===== config.mk =====
export PLATFORM = sky130hd
export DESIGN_NAME = vc_flit_fifo_flat
export DESIGN_NICKNAME = d
export VERILOG_FILES = /design/src/rtl/vc_flit_fifo_if.sv /design/src/rtl/vc_flit_fifo.sv /design/src/flat_wrapper.sv
export SDC_FILE = /design/constraint.sdc
export NUM_CORES = 1
export LEC_CHECK = 0
export ABC_AREA = 1
export CAP_MARGIN = 0
export CORE_UTILIZATION = 35
export DETAILED_ROUTE_END_ITERATION = 16
export PLACE_DENSITY_LB_ADDON = 0.05
export SETUP_SLACK_MARGIN = 0.4
export SLEW_MARGIN = 10
export SYNTH_ARGS = -nofsm -noshare
export SYNTH_HDL_FRONTEND = slang
export SYNTH_SLANG_ARGS = --single-unit

===== constraint.sdc =====
create_clock -name clk -period 3.5 [get_ports clk]
set_clock_uncertainty 0.15 [all_clocks]
set_input_delay 0.7 -clock clk [delete_from_list [all_inputs] [get_ports clk]]
set_output_delay 0.7 -clock clk [all_outputs]
set_load 0.05 [all_outputs]

===== src/rtl/vc_flit_fifo_if.sv =====
// Handshake/data bundle for vc_flit_fifo: write port, read port, per-VC status flags.
// With VC_FIFO_ERR_EN defined, the sticky error flags and their clear input are carried too.
interface vc_flit_fifo_if #(
  parameter int DATA_WIDTH   = 32,
  parameter int VC_NUM       = 4,
  parameter int VC_SEL_WIDTH = 2
);
  logic                    wr_en;
  logic [VC_SEL_WIDTH-1:0] wr_vc;
  logic [DATA_WIDTH-1:0]   wr_data;
  logic                    rd_en;
  logic [VC_SEL_WIDTH-1:0] rd_vc;
  logic [DATA_WIDTH-1:0]   rd_data;
  logic                    rd_valid;
  logic [VC_SEL_WIDTH-1:0] rd_vc_out;
  logic [VC_NUM-1:0]       vc_not_empty;
  logic [VC_NUM-1:0]       vc_full;
  logic [VC_NUM-1:0]       vc_almost_full;
`ifdef VC_FIFO_ERR_EN
  logic                    err_clr;
  logic [VC_NUM-1:0]       err_overflow;
  logic [VC_NUM-1:0]       err_underflow;

  modport master (
    output wr_en, wr_vc, wr_data, rd_en, rd_vc, err_clr,
    input  rd_data, rd_valid, rd_vc_out, vc_not_empty, vc_full, vc_almost_full,
           err_overflow, err_underflow
  );
  modport slave (
    input  wr_en, wr_vc, wr_data, rd_en, rd_vc, err_clr,
    output rd_data, rd_valid, rd_vc_out, vc_not_empty, vc_full, vc_almost_full,
           err_overflow, err_underflow
  );
`else
  modport master (
    output wr_en, wr_vc, wr_data, rd_en, rd_vc,
    input  rd_data, rd_valid, rd_vc_out, vc_not_empty, vc_full, vc_almost_full
  );
  modport slave (
    input  wr_en, wr_vc, wr_data, rd_en, rd_vc,
    output rd_data, rd_valid, rd_vc_out, vc_not_empty, vc_full, vc_almost_full
  );
`endif
endinterface


===== src/rtl/vc_flit_fifo.sv =====
// Virtual-channel flit FIFO: VC_NUM independent queues in one RAM addressed {vc, ptr}.
// Define VC_FIFO_ERR_EN to add sticky per-VC overflow/underflow flags cleared by err_clr.
module vc_flit_fifo #(
  parameter int DATA_WIDTH    = 32,
  parameter int VC_NUM        = 4,
  parameter int VC_SEL_WIDTH  = 2,
  parameter int VC_ADDR_WIDTH = 3,
  parameter int AFULL_MARGIN  = 2
) (
  input logic         clk,
  input logic         rst_n,
  vc_flit_fifo_if.slave bus
);
  localparam int DEPTH  = 2 ** VC_ADDR_WIDTH;
  localparam int CNT_W  = VC_ADDR_WIDTH + 1;
  localparam int RAM_AW = VC_SEL_WIDTH + VC_ADDR_WIDTH;
  localparam logic [CNT_W-1:0] CNT_FULL  = CNT_W'(DEPTH);
  localparam logic [CNT_W-1:0] CNT_AFULL = CNT_W'(DEPTH - AFULL_MARGIN);

  logic [DATA_WIDTH-1:0]    r_mem [VC_NUM*DEPTH];
  logic [VC_ADDR_WIDTH-1:0] r_wr_ptr [VC_NUM];
  logic [VC_ADDR_WIDTH-1:0] r_rd_ptr [VC_NUM];
  logic [CNT_W-1:0]         r_count  [VC_NUM];
  logic [DATA_WIDTH-1:0]    r_rd_data;
  logic                     r_rd_valid;
  logic [VC_SEL_WIDTH-1:0]  r_rd_vc_out;

  logic [VC_NUM-1:0] w_not_empty;
  logic [VC_NUM-1:0] w_full;
  logic [VC_NUM-1:0] w_afull;
  logic [VC_NUM-1:0] w_inc;
  logic [VC_NUM-1:0] w_dec;
  logic              w_wr_acc;
  logic              w_rd_acc;
  logic [RAM_AW-1:0] w_wr_addr;
  logic [RAM_AW-1:0] w_rd_addr;

  always_comb begin
    w_not_empty = '0;
    w_full      = '0;
    w_afull     = '0;
    for (int v = 0; v < VC_NUM; v++) begin
      w_not_empty[v] = (r_count[v] != '0);
      w_full[v]      = (r_count[v] == CNT_FULL);
      w_afull[v]     = (r_count[v] >= CNT_AFULL);
    end
  end

  // Acceptance looks only at registered state: no same-cycle write-to-read bypass.
  assign w_wr_acc  = bus.wr_en && !w_full[bus.wr_vc];
  assign w_rd_acc  = bus.rd_en && w_not_empty[bus.rd_vc];
  assign w_wr_addr = {bus.wr_vc, r_wr_ptr[bus.wr_vc]};
  assign w_rd_addr = {bus.rd_vc, r_rd_ptr[bus.rd_vc]};

  always_comb begin
    w_inc = '0;
    w_dec = '0;
    if (w_wr_acc) w_inc[bus.wr_vc] = 1'b1;
    if (w_rd_acc) w_dec[bus.rd_vc] = 1'b1;
  end

  // Storage has no reset so it can map onto distributed RAM.
  always_ff @(posedge clk) begin
    if (w_wr_acc) r_mem[w_wr_addr] <= bus.wr_data;
  end

  always_ff @(posedge clk or negedge rst_n) begin
    if (!rst_n) begin
      for (int v = 0; v < VC_NUM; v++) begin
        r_wr_ptr[v] <= '0;
        r_rd_ptr[v] <= '0;
        r_count[v]  <= '0;
      end
    end else begin
      for (int v = 0; v < VC_NUM; v++) begin
        if (w_inc[v]) r_wr_ptr[v] <= r_wr_ptr[v] + 1'b1;
        if (w_dec[v]) r_rd_ptr[v] <= r_rd_ptr[v] + 1'b1;
        if (w_inc[v] && !w_dec[v])
          r_count[v] <= r_count[v] + 1'b1;
        else if (w_dec[v] && !w_inc[v])
          r_count[v] <= r_count[v] - 1'b1;
      end
    end
  end

  always_ff @(posedge clk or negedge rst_n) begin
    if (!rst_n) begin
      r_rd_data   <= '0;
      r_rd_valid  <= 1'b0;
      r_rd_vc_out <= '0;
    end else begin
      r_rd_valid <= w_rd_acc;
      if (w_rd_acc) begin
        r_rd_data   <= r_mem[w_rd_addr];
        r_rd_vc_out <= bus.rd_vc;
      end
    end
  end

  assign bus.rd_data        = r_rd_data;
  assign bus.rd_valid       = r_rd_valid;
  assign bus.rd_vc_out      = r_rd_vc_out;
  assign bus.vc_not_empty   = w_not_empty;
  assign bus.vc_full        = w_full;
  assign bus.vc_almost_full = w_afull;

`ifdef VC_FIFO_ERR_EN
  logic [VC_NUM-1:0] r_err_ovf;
  logic [VC_NUM-1:0] r_err_unf;
  logic [VC_NUM-1:0] w_ovf_evt;
  logic [VC_NUM-1:0] w_unf_evt;

  always_comb begin
    w_ovf_evt = '0;
    w_unf_evt = '0;
    if (bus.wr_en && w_full[bus.wr_vc])       w_ovf_evt[bus.wr_vc] = 1'b1;
    if (bus.rd_en && !w_not_empty[bus.rd_vc]) w_unf_evt[bus.rd_vc] = 1'b1;
  end

  // A new event in the clearing cycle keeps its bit set.
  always_ff @(posedge clk or negedge rst_n) begin
    if (!rst_n) begin
      r_err_ovf <= '0;
      r_err_unf <= '0;
    end else begin
      r_err_ovf <= (bus.err_clr ? '0 : r_err_ovf) | w_ovf_evt;
      r_err_unf <= (bus.err_clr ? '0 : r_err_unf) | w_unf_evt;
    end
  end

  assign bus.err_overflow  = r_err_ovf;
  assign bus.err_underflow = r_err_unf;
`else
`endif
endmodule

===== src/flat_wrapper.sv =====
// flat-port wrapper written by rule: the top's interface ports become plain ports
module vc_flit_fifo_flat 
#(
  parameter int DATA_WIDTH    = 32,
  parameter int VC_NUM        = 4,
  parameter int VC_SEL_WIDTH  = 2,
  parameter int VC_ADDR_WIDTH = 3,
  parameter int AFULL_MARGIN  = 2
)
  (clk, rst_n, bus_wr_en, bus_wr_vc, bus_wr_data, bus_rd_en, bus_rd_vc, bus_rd_data, bus_rd_valid, bus_rd_vc_out, bus_vc_not_empty, bus_vc_full, bus_vc_almost_full);
  vc_flit_fifo_if #(.DATA_WIDTH(DATA_WIDTH), .VC_NUM(VC_NUM), .VC_SEL_WIDTH(VC_SEL_WIDTH)) bus_i ();
  input logic clk;
  input logic rst_n;
  input wire logic [$bits(bus_i.wr_en)-1:0] bus_wr_en;
  input wire logic [$bits(bus_i.wr_vc)-1:0] bus_wr_vc;
  input wire logic [$bits(bus_i.wr_data)-1:0] bus_wr_data;
  input wire logic [$bits(bus_i.rd_en)-1:0] bus_rd_en;
  input wire logic [$bits(bus_i.rd_vc)-1:0] bus_rd_vc;
  output wire logic [$bits(bus_i.rd_data)-1:0] bus_rd_data;
  output wire logic [$bits(bus_i.rd_valid)-1:0] bus_rd_valid;
  output wire logic [$bits(bus_i.rd_vc_out)-1:0] bus_rd_vc_out;
  output wire logic [$bits(bus_i.vc_not_empty)-1:0] bus_vc_not_empty;
  output wire logic [$bits(bus_i.vc_full)-1:0] bus_vc_full;
  output wire logic [$bits(bus_i.vc_almost_full)-1:0] bus_vc_almost_full;
  assign bus_i.wr_en = bus_wr_en;
  assign bus_i.wr_vc = bus_wr_vc;
  assign bus_i.wr_data = bus_wr_data;
  assign bus_i.rd_en = bus_rd_en;
  assign bus_i.rd_vc = bus_rd_vc;
  assign bus_rd_data = bus_i.rd_data;
  assign bus_rd_valid = bus_i.rd_valid;
  assign bus_rd_vc_out = bus_i.rd_vc_out;
  assign bus_vc_not_empty = bus_i.vc_not_empty;
  assign bus_vc_full = bus_i.vc_full;
  assign bus_vc_almost_full = bus_i.vc_almost_full;
  vc_flit_fifo #(.DATA_WIDTH(DATA_WIDTH), .VC_NUM(VC_NUM), .VC_SEL_WIDTH(VC_SEL_WIDTH), .VC_ADDR_WIDTH(VC_ADDR_WIDTH), .AFULL_MARGIN(AFULL_MARGIN)) u_core (.clk(clk), .rst_n(rst_n), .bus(bus_i));
endmodule

==> results.md <==
- Worst Setup Start Kind: register
- Element type at the critical path end: output pin
- Unrepaired setup endpoints after global routing: false
- CTS tree: done
- Reg2reg start: u_core.r_count[1]
- Avg WL per Cell: 24.6 um
- Total Neg Setup Slack: 0 ps
- Setup crit start: u_core.bus.rd_data[18]
- Worst-path clk slew: 60 ps
- First-pass GRT wire length: 232,000 um
- EDFF count, synth: 1,024
- DR vias/cell: 4.97
- Ys Warns: 0
- # port buffers: 86
- Clk Latency, worst-skew pair: 770 ps
- Clock power share: 31.1%
- Vias in the first global route: 31,900
- Most used DFF post-synth: edfxtp_1
- Worst-margin pin slew: 748 ps
- Io pins: 87
- Synth Net Count: 4,401
- Worst Path Max Fanout: 2
- Fin Hold WS: 319 ps
- CP bufs+invs: 1
- Layout area overhead: 22.0%
- Status: complete, no violations
- Slowest-stage cell, CP: clkdlybuf4s50_1
- Max_slew headroom: 50.1%
- Total power draw: 42.3 mW
- Htree depth: 4
- DRC viols: 0
- Post-DP Area: 54,500 um2
- Final period util: 85.9%
- Total wire length: 161,000 um
- Int Power: 27.6 mW
- Sequential cell fraction of total power: 37.6%
- Initial antenna violation count: 4
- VDD IR max: 434 uV
- CP cell instances: clkdlybuf4s50_1
- Initial Utilization: 35.4%
- DRT iter0 DRCs: 2,513
- GRT overflow: 0
- Worst endpoint required time: 2650 ps
- Hpwl dp: 94,100 um
- Synth top area share: 64.0%
- Core area: 136,000 um2
- Fin. Hold Viols: 0
- Max-cap violation count: 0
- Tot GR Track Use: 23.4%
- Die Wd: 373 um
- Die Span Y: 373 um
- Sequential fraction of the synthesis area: 67.9%
- Via count: 32,600
- Worst path top cell family by delay: buffers and inverters
- Share of cells above drive strength 1: 12.6%
- Post-Layout Inst Area: 58,600 um2
- CTS root buf: clkbuf_16
- Top post-synthesis cells by area: edfxtp_1, nand3_1, nand2_1, nand3b_1, inv_1
- Critical path class: register to output pin
- Yosys cell types: 34
- CTS max path bufs: 3
- Leak pwr: 23.1 nW
- Die area: 139,000 um2
- Num Clock Sinks: 1,099
- Largest stage delay, worst path: 870 ps
- Critical path data arrival time: 2160 ps
- Routability cong.: 0.777
- Synthesized instance count: 4,337
- Number of synthesized register bits: 1,099
- Hold_sp: u_core.r_count[11]
- Post-route ant nets: 0
- Min Tclk post-route: 3010 ps
- Post-synth ARST share: 6.82%
- Achievable frequency: 333 MHz
- Largest net degree at the start of global routing: 62
- Slew Viols, Final: 0
- DRT Pass-1 Iters: 6
- Leading area contributor after synthesis: edfxtp_1
- P_sw: 14.8 mW
- Row cnt: 135
- Syn Std Cell Area: 48,100 um2
- Clock buffer count from CTS: 133
- Post-layout util: 43.2%
- Nets: 4,728
- Final setup viols: 0
- Avg Cell Area, Syn: 11.1 um2
- Logic pwr share: 31.2%
- Worst Hold Class: register to register
- Sw frac: 34.9%
- PwrDens: 722 nW/um2
state kept, by name (all words and copies together) (netlist names):
name / cells
u_core.r_rd_ptr: 12
u_core.r_wr_ptr: 12
u_core.bus.rd_data: 32
u_core.r_mem: 1024
u_core.bus.rd_valid: 1
u_core.bus.rd_vc_out: 2
u_core.r_count: 16
cells in the mapped netlist (4+ instances only):
| cell type | instances |
|---|---|
| buf_1 | 15 |
| o21ai_0 | 6 |
| fa_1 | 4 |
| a21o_1 | 4 |
| nor2_1 | 151 |
| nand2_2 | 6 |
| xnor2_1 | 22 |
| buf_4 | 16 |
| nand3b_1 | 321 |
| a21oi_1 | 10 |
| nand3_1 | 939 |
| inv_1 | 639 |
| buf_2 | 128 |
| o211ai_1 | 32 |
| clkbuf_1 | 96 |
| nand2_1 | 793 |
| edfxtp_1 | 1024 |
| ha_1 | 20 |
| buf_6 | 5 |
| xor2_1 | 6 |
| dfrtp_1 | 75 |
final timing paths:
check / end / slack (ps) / cells past startpoint
max: bus_rd_data[18] / 490 / 1
min: u_core.r_count[11] / 320 / 1
max in group asynchronous: u_core.r_rd_ptr[11] / 2130 / 3
min in group asynchronous: u_core.r_count[2] / 380 / 2
max reg2reg: u_core.r_count[7] / 620 / 15
min reg2reg: u_core.r_count[11] / 320 / 1
power groups by stage:
stage | clock network [mW] | logic (mW) | registers (mW)
finish | 13.2 | 13.2 | 15.9
global route | 14.0 | 14.4 | 16.0
floorplan | 0 | 6.85 | 16.6
global placement | 0 | 13.4 | 16.2
CTS | 13.5 | 13.4 | 16.0
detailed placement | 0 | 13.4 | 16.2
cell usage in the layout, fill, tap and decap left out, drive strengths merged, types with 4 or more instances in the layout:
cell type,netlist,routed
buf,164,366
clkinv,1,47
nand3,939,939
nor2,155,155
a21oi,10,10
fa,4,4
a21o,4,4
dlygate4sd2,0,17
xnor2,22,22
edfxtp,1024,1024
nand2,801,801
dfrtp,75,75
nand3b,321,321
ha,20,20
inv,643,648
bufinv,0,4
xor2,6,6
clkbuf,96,183
clkdlybuf4s50,0,63
o211ai,32,32
o21ai,6,6
per-stage QoR:
step	setup slack, ps	instances
after floorplan	-99.9	4337
final	494	6553
after CTS	301	6549
after global routing	413	6550
after detailed placement	-153	6308
after global placement	-172	6308
per-layer routing:
layer / global-route usage, % / part of all wire (%) / vias to the layer above
met5: 0 / 0.017 / -
met4: 5.40 / 1.9 / 4
met3: 3.11 / 3.8 / 191
met2: 39.3 / 49 / 687
met1: 32.1 / 45 / 16300
li1: - / - / 15400
logic make-up after synthesis:
family                   after synthesis  share of synthesized area (%)
multiplexers                           2                         0.0469
buffers and inverters                904                           7.61
AND/OR/NAND/NOR                     2222                           22.4
AO/OA/AOI/OAI                         58                          0.820
flip-flops                          1099                           67.9
adder cells (fa/ha/maj)               24                          0.687
XOR/XNOR                              28                          0.510
timing repair:
item | in CTS | in global routing
setup endpoints to repair | 21 | 7
buffers inserted | 0 | 1
hold buffers | 1 | 0
resized for setup | 23 | 6
gates cloned | 0 | 0
endpoints found under the hold margin | 36 | 0
pin swaps | 0 | 1
final cells by class:
| type | instances | area, um2 |
|---|---|---|
| inverter | 644 | 2430 |
| clock buffer | 182 | 3660 |
| sequential | 1099 | 32600 |
| timing repair buffer | 452 | 5110 |
| fill | 13000 | 77200 |
| multi-input combinational | 2334 | 12100 |
| tap | 1781 | 2230 |
| antenna | 3 | 7.51 |
| clock inverter | 58 | 450 |
Power figures use the tool's default switching activity.
